==> src/rtl/parallel_adder.sv <==
`default_nettype none
// ============================================================================
// Module   : parallel_adder
// Purpose  : 8-bit unsigned ripple-carry adder with a strobed registered result.
//            Define PARALLEL_ADDER_SAT_EN to clamp overflowing sums to 8'hFF.
// Revision : 1.0 - initial release
// ============================================================================

module parallel_adder_fa (
  input  logic a,
  input  logic b,
  input  logic ci,
  output logic s,
  output logic co
);
  assign s  = a ^ b ^ ci;
  assign co = (a & b) | (a & ci) | (b & ci);
endmodule

module parallel_adder #(
  parameter int WIDTH = 8
) (
  input  logic             clk,
  input  logic             rst_n,
  input  logic [WIDTH-1:0] ui_in,
  input  logic [WIDTH-1:0] uio_in,
  input  logic             uio_oe,
  output logic [WIDTH-1:0] uo_out,
  output logic             uio_out
);

  logic [WIDTH-1:0] w_sum;
  logic [WIDTH:0]   w_carry;
  logic [WIDTH-1:0] w_result;

  assign w_carry[0] = 1'b0;

  for (genvar i = 0; i < WIDTH; i++) begin : g_fa_chain
    parallel_adder_fa u_fa (
      .a  (ui_in[i]),
      .b  (uio_in[i]),
      .ci (w_carry[i]),
      .s  (w_sum[i]),
      .co (w_carry[i+1])
    );
  end

`ifdef PARALLEL_ADDER_SAT_EN
  // Carry-out doubles as the saturation flag, so the clamp keys off it directly.
  assign w_result = w_carry[WIDTH] ? {WIDTH{1'b1}} : w_sum;
`else
  assign w_result = w_sum;
`endif

  always_ff @(posedge clk) begin
    if (!rst_n) begin
      uo_out  <= '0;
      uio_out <= 1'b0;
    end else if (uio_oe) begin
      uo_out  <= w_result;
      uio_out <= w_carry[WIDTH];
    end
  end

endmodule
`default_nettype wire

==> config.mk <==
export PLATFORM = sky130hd
export DESIGN_NAME = parallel_adder
export DESIGN_NICKNAME = d
export VERILOG_FILES = /design/src/rtl/parallel_adder.sv
export SDC_FILE = /design/constraint.sdc
export NUM_CORES = 1
export LEC_CHECK = 0
export ABC_AREA = 1
export CAP_MARGIN = 0
export CORE_MARGIN = 1
export CORE_UTILIZATION = 45
export CTS_BUF_LIST = sky130_fd_sc_hd__clkbuf_8
export CTS_CLUSTER_DIAMETER = 40
export CTS_CLUSTER_SIZE = 40
export DETAILED_ROUTE_END_ITERATION = 6
export GPL_TIMING_DRIVEN = 0
export MAX_ROUTING_LAYER = met4
export PLACE_DENSITY = 0.89
export SLEW_MARGIN = 10
export SYNTH_ARGS = -nofsm -noshare
export SYNTH_HDL_FRONTEND = slang
export SYNTH_HIERARCHICAL = 1
export SYNTH_SLANG_ARGS = --single-unit
==> constraint.sdc <==
create_clock -name clk -period 11.71 [get_ports clk]
set_clock_uncertainty 0.1 [all_clocks]
set_input_delay 1.171 -clock clk [delete_from_list [all_inputs] [get_ports clk]]
set_output_delay 1.171 -clock clk [all_outputs]
set_load 0.01 [all_outputs]
Yosys cells after proc, flatten, opt, wreduce, memory -nomap -nowiden. Index checks and enable logic that the tools add are counted.

Divide/modulo/power cells: 0. Order comparisons: 0. Bitwise logic cells: 51. Reductions and logical operators: 0. Eq/ne operators: 0. Multipliers: 0. Shift operators: 0. Multiplexer cells: 0. Add/sub/neg operators: 0.

Operators with widths (count): bitwise AND 1 bit (22); XOR 1 bit (15); bitwise OR 1 bit (14).

ROM bits: 0. Flip-flop bits (word level): 9. Memories kept: 0. Memory bits (writable): 0. Word-level logic and storage cells: 53. Input bits: 19. Bits in latches: 0.

Longest topological paths before layout. Gate-level depths: netlist of run 1.

Depth after elaboration: 22. Depth in mapped cells: 12. Mapped depth without buffers: 12.

Modules after synthesis. The synthesis of run 1 kept the hierarchy.

By module, submodules not included: parallel_adder (area an instance 450.4 um2, times used 1, seq. area each 180.2 um2, cells an instance 58); parallel_adder_fa (area an instance 20.0 um2, times used 8, seq. area each 0.0 um2, cells an instance 1).

Least setup slack after synthesis of run 1. Ideal clock, no wire load.

Path type: input port to flip-flop. From: input port ui_in[0]. To: register uo_out[7]. Stages: 12. Path buffers: 0. Library setup time: 62 ps. Slack: 7020 ps. Arrival time: 4528 ps. Cells stage by stage: fa_1 > fa_1 > fa_1 > fa_1 > fa_1 > fa_1 > fa_1 > fa_1 > inv_1 > nand2_1 > nand2_1 > nor2_2.

Longest elaborated chain between the ends: 20. Elaborated cells on any way between the ends: 26. Classes of those cells: 26 x bitwise.

Ends and longest elaborated chain: start: declaration (line 25) `input logic [WIDTH-1:0] ui_in,`; bitwise AND 1 bit (*) (line 17) `assign co = (a & b) | (a & ci) | (b & ci);`; bitwise AND 1 bit (line 17); bitwise OR 1 bit (line 17); bitwise OR 1 bit (*) (line 17); named net w_carry[2] (line 33) `logic [WIDTH:0] w_carry;`; bitwise AND 1 bit (line 17); bitwise OR 1 bit (line 17); bitwise OR 1 bit (*) (line 17); named net w_carry[3] (line 33); (+3 left out); named net w_carry[4] (line 33); (+3 left out); named net w_carry[5] (line 33); (+2 left out); bitwise OR 1 bit (*) (line 17); named net w_carry[6] (line 33); bitwise AND 1 bit (line 17); bitwise OR 1 bit (line 17); bitwise OR 1 bit (*) (line 17); named net w_carry[7] (line 33); XOR 1 bit (*) (line 16) `assign s = a ^ b ^ ci;`; named net w_result[7] (line 34) `logic [WIDTH-1:0] w_result;`; end signal: assignment (line 60) `uo_out <= w_result;`; end: declaration (line 28) `output logic [WIDTH-1:0] uo_out,`.

Mark *: on every way through the listed nets, which the timed path passes. The rest lies on a longest branch. A chain may end at the register's enable or synchronous reset.

Final worst setup path of run 1.
From: input port ui_in[0]. To: register uo_out[7].

Longest elaborated chain between the ends: 20. Elaborated cells on any way between the ends: 26. Classes of those cells: 26 x bitwise.

Ends and longest elaborated chain (line): bitwise AND 1 bit (*) (17); named net w_carry[1] (33); bitwise AND 1 bit (17); bitwise OR 1 bit (17); bitwise OR 1 bit (*) (17); named net w_carry[2] (33); bitwise AND 1 bit (17); bitwise OR 1 bit (17); (+1 left out); named net w_carry[3] (33); (+3 left out); named net w_carry[4] (33); (+3 left out); named net w_carry[5] (33); (+2 left out); bitwise OR 1 bit (*) (17); named net w_carry[6] (33); bitwise AND 1 bit (17); bitwise OR 1 bit (17); bitwise OR 1 bit (*) (17); named net w_carry[7] (33); XOR 1 bit (*) (16); named net w_result[7] (34).

Marks and branches as above.

==> reports/qor.yml, run 1 <==
outcome:
  outcome: "completed"
routing:
  vias_per_cell: 4.50
  drcViolationCount: 0
  ant_nets: 0
  drt_pre_antenna_iters: 4
  avgRoutedWirePerCell_um: 9.96
  route.met3.wl_um: 81
  vias: 491
  wl_met2_um: 613
  totalWireLength_um: 1090
  met1_length_um: 377
  drtIter0Drc: 3
  top_layer_used: "met4"
sta:
  fin_crit_sh: 0.431
  finalCriticalPeriod_ps: 5050
  rsz0062_at_grt: "no"
  finalSetupTns_ps: 0
  worst_slack_ps: 6660
  clock.fmax_ghz: 0.198
  fin_worst_hold_slack_ps: 381
  maxSlewViolCount: 0
  finalHoldViolCount: 0
  final-setup-viol-count: 0
yosys:
  syn_area_per_cell_um2: 9.25
  syn_nets: 93
  synthCells: 66
  synth_cell_types: 12
  ys_warn_count: 6
  ys_ff_latch: 9
  ys_seq_area_frac: 0.295
  synth.cell_area_um2: 611
power_and_ir_drop:
  total_power_mw: 0.102
  irDropWorstVdd_v: 0.0000812
  power.density_nw_per_um2: 110
  cellLeakagePower_nw: 0.418
clocking:
  clockBufferDepth: 2
  hold_buffers: 0
  clk_latency_ps: 230
  cts-root-buf: "clkbuf_8"
  post_cts_buffers: 0
  cts_resized: 0
  cts_buffers: 3
  cts_tree: "built"
  clk_pin_slew_ps: 40
  clkSinkCount: 9
  htreeDepth: 1
critical_path:
  start_kind: "primary input"
  worst-path-buf-inv: 2
  crit_family: "adder cells"
  cp-end-kind: "register"
  cp_max_fo: 1
  rrSetupSlack_ps: 11040
  worstReg2RegStart: "uo_out[3]$_SDFFE_PN0P_"
  regToRegEndpoint: "uo_out[3]$_SDFFE_PN0P_"
  slowest_delay_ps: 480
  path_cells: "clkdlybuf4s50_1, fa_1, fa_1, fa_1, fa_1, fa_1, fa_1, fa_1, fa_1, inv_1, nand2_1, nand2_1, nor2_2"
  arrival_ps: 5120
  cpMaxStageDelayCell: "fa_1"
  worstPathRequired_ps: 11780
  r2r_cells: 2
  critical_path_class: "primary input to register"
  crit_top_cell: "fa_1"
place:
  hpwlAfterDp_um: 893
  routabilityCongestion: 0.677
  placed_area_um2: 878
  dp_cells: 105
  place_ws_ps: 6400
  port_buffers: 25
global_route:
  antenna_found_initial: 0
  grt_pass1_vias: 508
  grt_max_degree: 11
  grt_pass1_wl_um: 1890
  grt_overflow: 0
  track_usage: 0.200
final_layout:
  antennaDiodeCount: 0
  area_growth_pct: 51.2
  nets: 123
  stdcell_count: 109
  design_area_um2: 923
  fillCellCount: 91
  layout-drive-gt1-share: 0.263
  utilization: 0.778
floorplanning:
  rows: 12
  ios: 28
  die-area_um2: 1510
  die_h_um: 38.8
  start_util: 0.515
  die_width_um: 38.8
  core_area_um2: 1190
min_path:
  holdCritPathClass: "register to register"
  hold_depth: 2
  holdPathEnd: "uo_out[4]$_SDFFE_PN0P_"
  hp-start: "uo_out[4]$_SDFFE_PN0P_"
flow_run:
  maxCapViolations: 0
## cells by family (layout without fill, tap and decap cells)
family | Yosys count | count (layout) | share of synthesized area
simple gates | 36 | 36 | 0.307
other cells | 1 | 1 | 0.00614
flops | 9 | 9 | 0.295
fa+ha+maj | 8 | 8 | 0.262
buf+inv | 12 | 41 | 0.129
## flip-flops by register name, summed over array words and instances (netlist names)
signal / cells
uo_out: 8
uio_out: 1
## worst min-delay path, stage by stage, from the launching register on
cell	delay (ps)
dfxtp_1	310
nor2_2	80
nor2_2	40
## worst max path at each step
stage | startpoint | end | slack, ps | depth (start not counted)
floorplan | ui_in[0] | uo_out[7]$_SDFFE_PN0P_ | 7020 | 12
global placement | ui_in[0] | uo_out[7]$_SDFFE_PN0P_ | 6510 | 13
detailed placement | ui_in[0] | uo_out[7]$_SDFFE_PN0P_ | 6400 | 13
CTS | ui_in[0] | uo_out[7]$_SDFFE_PN0P_ | 6640 | 13
global route | ui_in[0] | uo_out[7]$_SDFFE_PN0P_ | 6560 | 13
finish | ui_in[0] | uo_out[7]$_SDFFE_PN0P_ | 6660 | 13
## report_power, final
part	leakage, nW	internal [mW]	switching, mW
Combinational	0.316	0.0182	0.0142
Sequential	0.0749	0.0338	0.00193
Clock	0.0269	0.0227	0.0111
## cell usage after synthesis
cell,count,area (µm²)
conb_1,1,3.75
nor2_2,17,106
clkbuf_8,1,13.8
inv_1,9,33.8
nor2_1,1,3.75
nand2_1,16,60.1
buf_12,1,20.0
fa_1,8,160
nand2_2,1,6.26
nand2_4,1,11.3
dfxtp_1,9,180
buf_6,1,11.3
## area by class of cell
cell class	count	area, µm²	share of cell area
flip-flops and latches	9	180	0.195
repair buffers	25	250	0.271
multi-input cells	45	352	0.381
plain buffers	3	45.0	0.0488
clock buffers	3	41.3	0.0447
clock inverters	1	3.75	0.00407
inverters	9	33.8	0.0366
well taps	14	17.5	0.0190
## placed cells by master, fill, tap and decap left out, drive strengths merged
master	synthesis	final
buf	2	2
clkbuf	1	4
clkdlybuf4s50	0	25
conb	1	1
dfxtp	9	9
fa	8	8
inv	9	10
nand2	18	18
nor2	18	18
## per-layer routing
metal / GRT usage / vias up
met4: 0.0776 / 0
met5: - / -
li1: - / 244
met2: 0.363 / 22
met3: 0.0867 / 2
met1: 0.179 / 223
Power figures use the tool's default switching activity.
==> run 2, diff against run 1 <==
--- a/config.mk
+++ b/config.mk
@@ -8,14 +8,14 @@
 export ABC_AREA = 1
 export CAP_MARGIN = 0
 export CORE_MARGIN = 1
-export CORE_UTILIZATION = 45
+export CORE_UTILIZATION = 38
 export CTS_BUF_LIST = sky130_fd_sc_hd__clkbuf_8
 export CTS_CLUSTER_DIAMETER = 40
 export CTS_CLUSTER_SIZE = 40
 export DETAILED_ROUTE_END_ITERATION = 6
 export GPL_TIMING_DRIVEN = 0
 export MAX_ROUTING_LAYER = met4
-export PLACE_DENSITY = 0.89
+export PLACE_DENSITY = 0.8
 export SLEW_MARGIN = 10
 export SYNTH_ARGS = -nofsm -noshare
 export SYNTH_HDL_FRONTEND = slang
==> constraint.sdc (replaced) <==
create_clock -name clk -period 4.2 [get_ports clk]
set_clock_uncertainty 0.1 [all_clocks]
set_input_delay 0.42 -clock clk [delete_from_list [all_inputs] [get_ports clk]]
set_output_delay 0.42 -clock clk [all_outputs]
set_load 0.01 [all_outputs]
==> reports/qor.yml, run 2 (same netlist as run 1, synthesis figures left out) <==
clocking:
  clk_pin_slew_ps: 40  # about the same
  cts_tree: "built"  # unchanged
  clkSinkCount: 9  # unchanged
  clockBufferDepth: 2  # unchanged
  clk_latency_ps: 230  # about the same
  cts-root-buf: "clkbuf_8"  # unchanged
  cts_buffers: 3  # unchanged
  htreeDepth: 1  # unchanged
routing:
  avgRoutedWirePerCell_um: 10.2  # was 9.96 µm
  drtIter0Drc: 2  # was 3
  drt_pre_antenna_iters: 4  # unchanged
  vias_per_cell: 4.40  # was 4.50
  ant_nets: 0  # unchanged
  totalWireLength_um: 1140  # was 1090 µm
  vias: 488  # was 491
  drcViolationCount: 0  # unchanged
sta:
  finalSetupTns_ps: 0  # unchanged
  fin_worst_hold_slack_ps: 360  # was 381 ps
  fin_crit_sh: 0.964
  maxSlewViolCount: 0  # unchanged
  final-setup-viol-count: 0  # unchanged
  clock.fmax_ghz: 0.247
  finalCriticalPeriod_ps: 4050
  worst_slack_ps: 150  # was 6660 ps
  rsz0062_at_grt: "no"  # unchanged
  finalHoldViolCount: 0  # unchanged
min_path:
  holdCritPathClass: "primary input to register"  # was register to register
power_and_ir_drop:
  irDropWorstVdd_v: 0.000241  # was 0.0000812 V
  cellLeakagePower_nw: 0.414  # was 0.418 nW
  power.density_nw_per_um2: 308  # was 110 nW/µm²
  total_power_mw: 0.289  # was 0.102 mW
floorplanning:
  die_h_um: 42.1  # was 38.8 µm
  ios: 28  # unchanged
  die-area_um2: 1770  # was 1510 µm²
  start_util: 0.405  # was 0.515
  core_area_um2: 1510  # was 1190 µm²
  die_width_um: 42.1  # was 38.8 µm
  rows: 14  # was 12
place:
  port_buffers: 25  # unchanged
  place_ws_ps: -342  # was 6400 ps
  hpwlAfterDp_um: 929  # was 893 µm
  routabilityCongestion: 0.685  # was 0.677
global_route:
  grt_busiest_layer: "met2"  # unchanged
  track_usage: 0.162  # was 0.200
  grt_pass1_vias: 514  # was 508
  use_met2: 0.288  # was 0.363
  met1_usage: 0.170  # was 0.179
  grt_pass1_wl_um: 2120  # was 1890 µm
  grt_overflow: 0  # unchanged
  grt_max_degree: 11  # unchanged
  use_met3: 0.0647  # was 0.0867
  antenna_found_initial: 0  # unchanged
critical_path:
  arrival_ps: 4120  # was 5120 ps
  cp-end-kind: "register"  # unchanged
  worstReg2RegStart: "uo_out[3]$_SDFFE_PN0P_"  # unchanged
  start_kind: "primary input"  # unchanged
  regToRegEndpoint: "uo_out[3]$_SDFFE_PN0P_"  # unchanged
  critical_path_class: "primary input to register"  # unchanged
  worstPathRequired_ps: 4270  # was 11,780 ps
  r2r_cells: 2  # unchanged
  rrSetupSlack_ps: 3530  # was 11,040 ps
  cp_max_fo: 1  # unchanged
  critPathCapture: "uo_out[7]$_SDFFE_PN0P_"  # unchanged
  crit_path_start: "ui_in[0]"  # unchanged
final_layout:
  layout-drive-gt1-share: 0.316  # was 0.263
  nets: 123  # unchanged
  final_cell_mix: "clkdlybuf4s50_1 (25), nor2_2 (17), nand2_1 (16), inv_1 (10), dfxtp_1 (9)"  # unchanged
  final_common_cell: "clkdlybuf4s50_1"  # unchanged
  largest_reg_flops: 8  # unchanged
  area_growth_pct: 53.7  # was 51.2%
  antennaDiodeCount: 0  # unchanged
  top_regs: "uo_out (8), uio_out (1)"  # unchanged
  largest-register: "uo_out"  # unchanged
flow_run:
  maxCapViolations: 0  # unchanged
outcome:
  outcome: "completed"  # unchanged
## run 2: worst min path at each step
stage                                       from                endpoint  cells past startpoint
final                                      rst_n  uo_out[5]$_SDFFE_PN0P_                      3
after global routing                       rst_n  uo_out[6]$_SDFFE_PN0P_                      3
after CTS                                  rst_n  uo_out[5]$_SDFFE_PN0P_                      3
after detailed placement  uo_out[6]$_SDFFE_PN0P_  uo_out[6]$_SDFFE_PN0P_                      2
after global placement    uo_out[1]$_SDFFE_PN0P_  uo_out[1]$_SDFFE_PN0P_                      2
after floorplan           uo_out[6]$_SDFFE_PN0P_  uo_out[6]$_SDFFE_PN0P_                      2
## run 2: layout make-up
| class | instances | area, µm² |
|---|---|---|
| Sequential cell | 9 | 180 |
| Tap cell | 16 | 20.0 |
| Buffer | 3 | 45.0 |
| Clock inverter | 1 | 3.75 |
| Clock buffer | 3 | 41.3 |
| Timing Repair Buffer | 25 | 250 |
| Fill cell | 130 | 568 |
| Multi-Input combinational cell | 45 | 364 |
| Inverter | 9 | 33.8 |
## run 2: timing repair
| item | in CTS | in global routing |
|---|---|---|
| gates resized for setup | 3 | 2 |
| pin swaps | 0 | 0 |
| setup buffers | 0 | 0 |
| hold buffers | 0 | 0 |
| endpoints found under the setup margin | 2 | 2 |
## run 2: critical path, stage by stage
cell and delay, ps:
clkdlybuf4s50_1 440, fa_2 400, fa_2 350, fa_2 350, fa_1 390, fa_1 390
fa_2 350, fa_2 360, fa_1 490, inv_1 40, nand2_1 40, nand2_1 50
nor2_2 60
## run 2: routing by layer
metal  share of wire  wire (µm)  vias to the layer above
met4               0          0                        0
li1                -          -                      243
met5               0          0                        -
met3           0.082         93                        0
met1            0.36        413                      222
met2            0.55        629                       23
## run 2: through the flow
stage	instance area, µm²	utilization	instances
2_1_floorplan	611	-	66
3_3_place_gp	881	0.585	107
3_5_place_dp	881	0.585	107
4_1_cts	933	0.620	111
5_1_grt	938	0.623	111
6_report	938	0.623	111
## run 2: report_power, final
part | switching (mW) | internal [mW]
Clock | 0.0343 | 0.0637
Combinational | 0.0397 | 0.0516
Sequential | 0.00546 | 0.0941
==> run 3, diff against run 2 <==
==> constraint.sdc (replaced) <==
create_clock -name clk -period 3.37 [get_ports clk]
set_clock_uncertainty 0.1 [all_clocks]
set_input_delay 0.337 -clock clk [delete_from_list [all_inputs] [get_ports clk]]
set_output_delay 0.337 -clock clk [all_outputs]
set_load 0.01 [all_outputs]
==> reports/qor.yml, run 3 (same netlist as run 1, synthesis figures left out) <==
sta:
  rsz0062_at_grt: "yes"  # was no
  finalHoldViolCount: 0  # unchanged
  clock.fmax_ghz: 0.285
  fin_crit_sh: 1.04
  final-setup-viol-count: 2  # was 0
  finalCriticalPeriod_ps: 3510
  worst_slack_ps: -139  # was 150 ps
  finalSetupTns_ps: -186  # was 0 ps
  maxSlewViolCount: 0  # unchanged
final_layout:
  final_cell_mix: "clkdlybuf4s50_1 (21), nor2_2 (17), nand2_1 (16), inv_1 (10), dfxtp_1 (9)"  # was clkdlybuf4s50_1 (25), nor2_2 (17), nand2_1 (16), inv_1 (10), dfxtp_1 (9)
  top_regs: "uo_out (8), uio_out (1)"  # unchanged
  largest_reg_flops: 8  # unchanged
  final_common_cell: "clkdlybuf4s50_1"  # unchanged
  nets: 123  # unchanged
  largest-register: "uo_out"  # unchanged
  antennaDiodeCount: 0  # unchanged
  area_growth_pct: 53.5  # was 53.7%
  utilization: 0.622  # was 0.623
  layout-drive-gt1-share: 0.358  # was 0.316
clocking:
  clockBufferDepth: 2  # unchanged
  cts_tree: "built"  # unchanged
  clk_latency_ps: 230  # about the same
  hold_buffers: 0  # unchanged
  cts-root-buf: "clkbuf_8"  # unchanged
  htreeDepth: 1  # unchanged
  clkSinkCount: 9  # unchanged
  cts_buffers: 3  # unchanged
  clk_pin_slew_ps: 50  # was 40 ps
floorplanning:
  core_area_um2: 1510  # unchanged
  die_h_um: 42.1  # unchanged
  ios: 28  # unchanged
  start_util: 0.405  # unchanged
  rows: 14  # unchanged
  die-area_um2: 1770  # unchanged
  die_width_um: 42.1  # unchanged
routing:
  drcViolationCount: 1  # was 0
  vias_per_cell: 4.35  # was 4.40
  drtIter0Drc: 4  # was 2
  ant_nets: 0  # unchanged
  totalWireLength_um: 1060  # was 1140 µm
  drt_pre_antenna_iters: 6  # was 4
  avgRoutedWirePerCell_um: 9.59  # was 10.2 µm
  vias: 483  # was 488
global_route:
  grt_max_degree: 11  # unchanged
  antenna_found_initial: 0  # unchanged
  grt_overflow: 0  # unchanged
  grt_pass1_vias: 504  # was 514
  track_usage: 0.152  # was 0.162
  grt_pass1_wl_um: 1970  # was 2120 µm
power_and_ir_drop:
  pwr-share-clk: 0.334  # was 0.339
  internal_power_mw: 0.260  # was 0.209 mW
  p_seq_frac: 0.349  # was 0.345
  power.density_nw_per_um2: 379  # was 308 nW/µm²
  switching_share: 0.269  # was 0.275
  power.switching_mw: 0.0957  # was 0.0794 mW
  cellLeakagePower_nw: 0.417  # was 0.414 nW
  irDropWorstVdd_v: 0.000334  # was 0.000241 V
  combPwrFrac: 0.317  # was 0.316
critical_path:
  cp-end-kind: "register"  # unchanged
  cp_max_fo: 1  # unchanged
  r2r_cells: 2  # unchanged
  arrival_ps: 3580  # was 4120 ps
  crit_path_start: "uio_in[0]"  # was ui_in[0]
  worstReg2RegStart: "uo_out[7]$_SDFFE_PN0P_"  # was uo_out[3]$_SDFFE_PN0P_
  critPathCapture: "uo_out[7]$_SDFFE_PN0P_"  # unchanged
  rrSetupSlack_ps: 2720  # was 3530 ps
  worstPathRequired_ps: 3440  # was 4270 ps
  regToRegEndpoint: "uo_out[7]$_SDFFE_PN0P_"  # was uo_out[3]$_SDFFE_PN0P_
  critical_path_class: "primary input to register"  # unchanged
  start_kind: "primary input"  # unchanged
place:
  routabilityCongestion: 0.734  # was 0.685
  port_buffers: 25  # unchanged
  hpwlAfterDp_um: 875  # was 929 µm
outcome:
  violations: "DRC, setup timing"
  outcome: "finished with violations"  # was completed
flow_run:
  maxCapViolations: 0  # unchanged
min_path:
  hp-start: "rst_n"  # unchanged
  holdCritPathClass: "primary input to register"  # unchanged
## run 3: how the worst min path moves through the flow
stage | endpoint | slack (ps) | cells past startpoint
finish | uo_out[5]$_SDFFE_PN0P_ | 280 | 3
global route | uo_out[5]$_SDFFE_PN0P_ | 290 | 3
CTS | uo_out[5]$_SDFFE_PN0P_ | 280 | 3
detailed placement | uio_out$_SDFFE_PN0P_ | 370 | 2
global placement | uo_out[0]$_SDFFE_PN0P_ | 370 | 2
floorplan | uo_out[6]$_SDFFE_PN0P_ | 400 | 2
## run 3: stage by stage
| step | total power, mW | cell area (µm²) | worst slack, ps | hold slack, ps | instances |
|---|---|---|---|---|---|
| finish | 0.355 | 937 | -139 | 284 | 111 |
| global route | 0.382 | 937 | -258 | 289 | 111 |
| CTS | 0.364 | 937 | -322 | 284 | 111 |
| detailed placement | 0.241 | 898 | -754 | 372 | 107 |
| global placement | 0.237 | 898 | -732 | 372 | 107 |
| floorplan | 0.188 | 628 | -217 | 403 | 66 |
## run 3: per-layer routing
| layer | track usage | wire [µm] | vias to the layer above |
|---|---|---|---|
| met3 | 0.0776 | 114 | 0 |
| met2 | 0.269 | 563 | 21 |
| met1 | 0.157 | 385 | 221 |
| met5 | - | 0 | - |
| met4 | 0.0188 | 0 | 0 |
| li1 | - | - | 241 |
## run 3: critical path: stages
cell     delay, ps
buf_6           90
fa_2           350
fa_2           360
fa_2           340
fa_2           340
fa_2           350
fa_2           350
fa_2           350
fa_1           490
inv_1           40
nand2_1         50
nand2_1         60
nor2_2          70
## run 3: power by group through the flow
stage / clock network, mW / registers [mW] / logic, mW
after global routing: 0.129 / 0.125 / 0.128
final: 0.119 / 0.124 / 0.113
after detailed placement: 0 / 0.126 / 0.115
after floorplan: 0 / 0.131 / 0.0573
after CTS: 0.122 / 0.124 / 0.117
after global placement: 0 / 0.126 / 0.112
## run 3: area by class of cell
type | instances | area (µm²)
Multi-Input combinational cell | 45 | 369
Clock buffer | 3 | 41.3
Timing Repair Buffer | 25 | 244
Tap cell | 16 | 20.0
Fill cell | 142 | 569
Inverter | 9 | 33.8
Clock inverter | 1 | 3.75
Buffer | 3 | 45.0
Sequential cell | 9 | 180
## run 3: timing repair
item,CTS,global route
resized for setup,11,0
buffers inserted,0,0
pin swaps,9,8
endpoints found under the setup margin,3,3
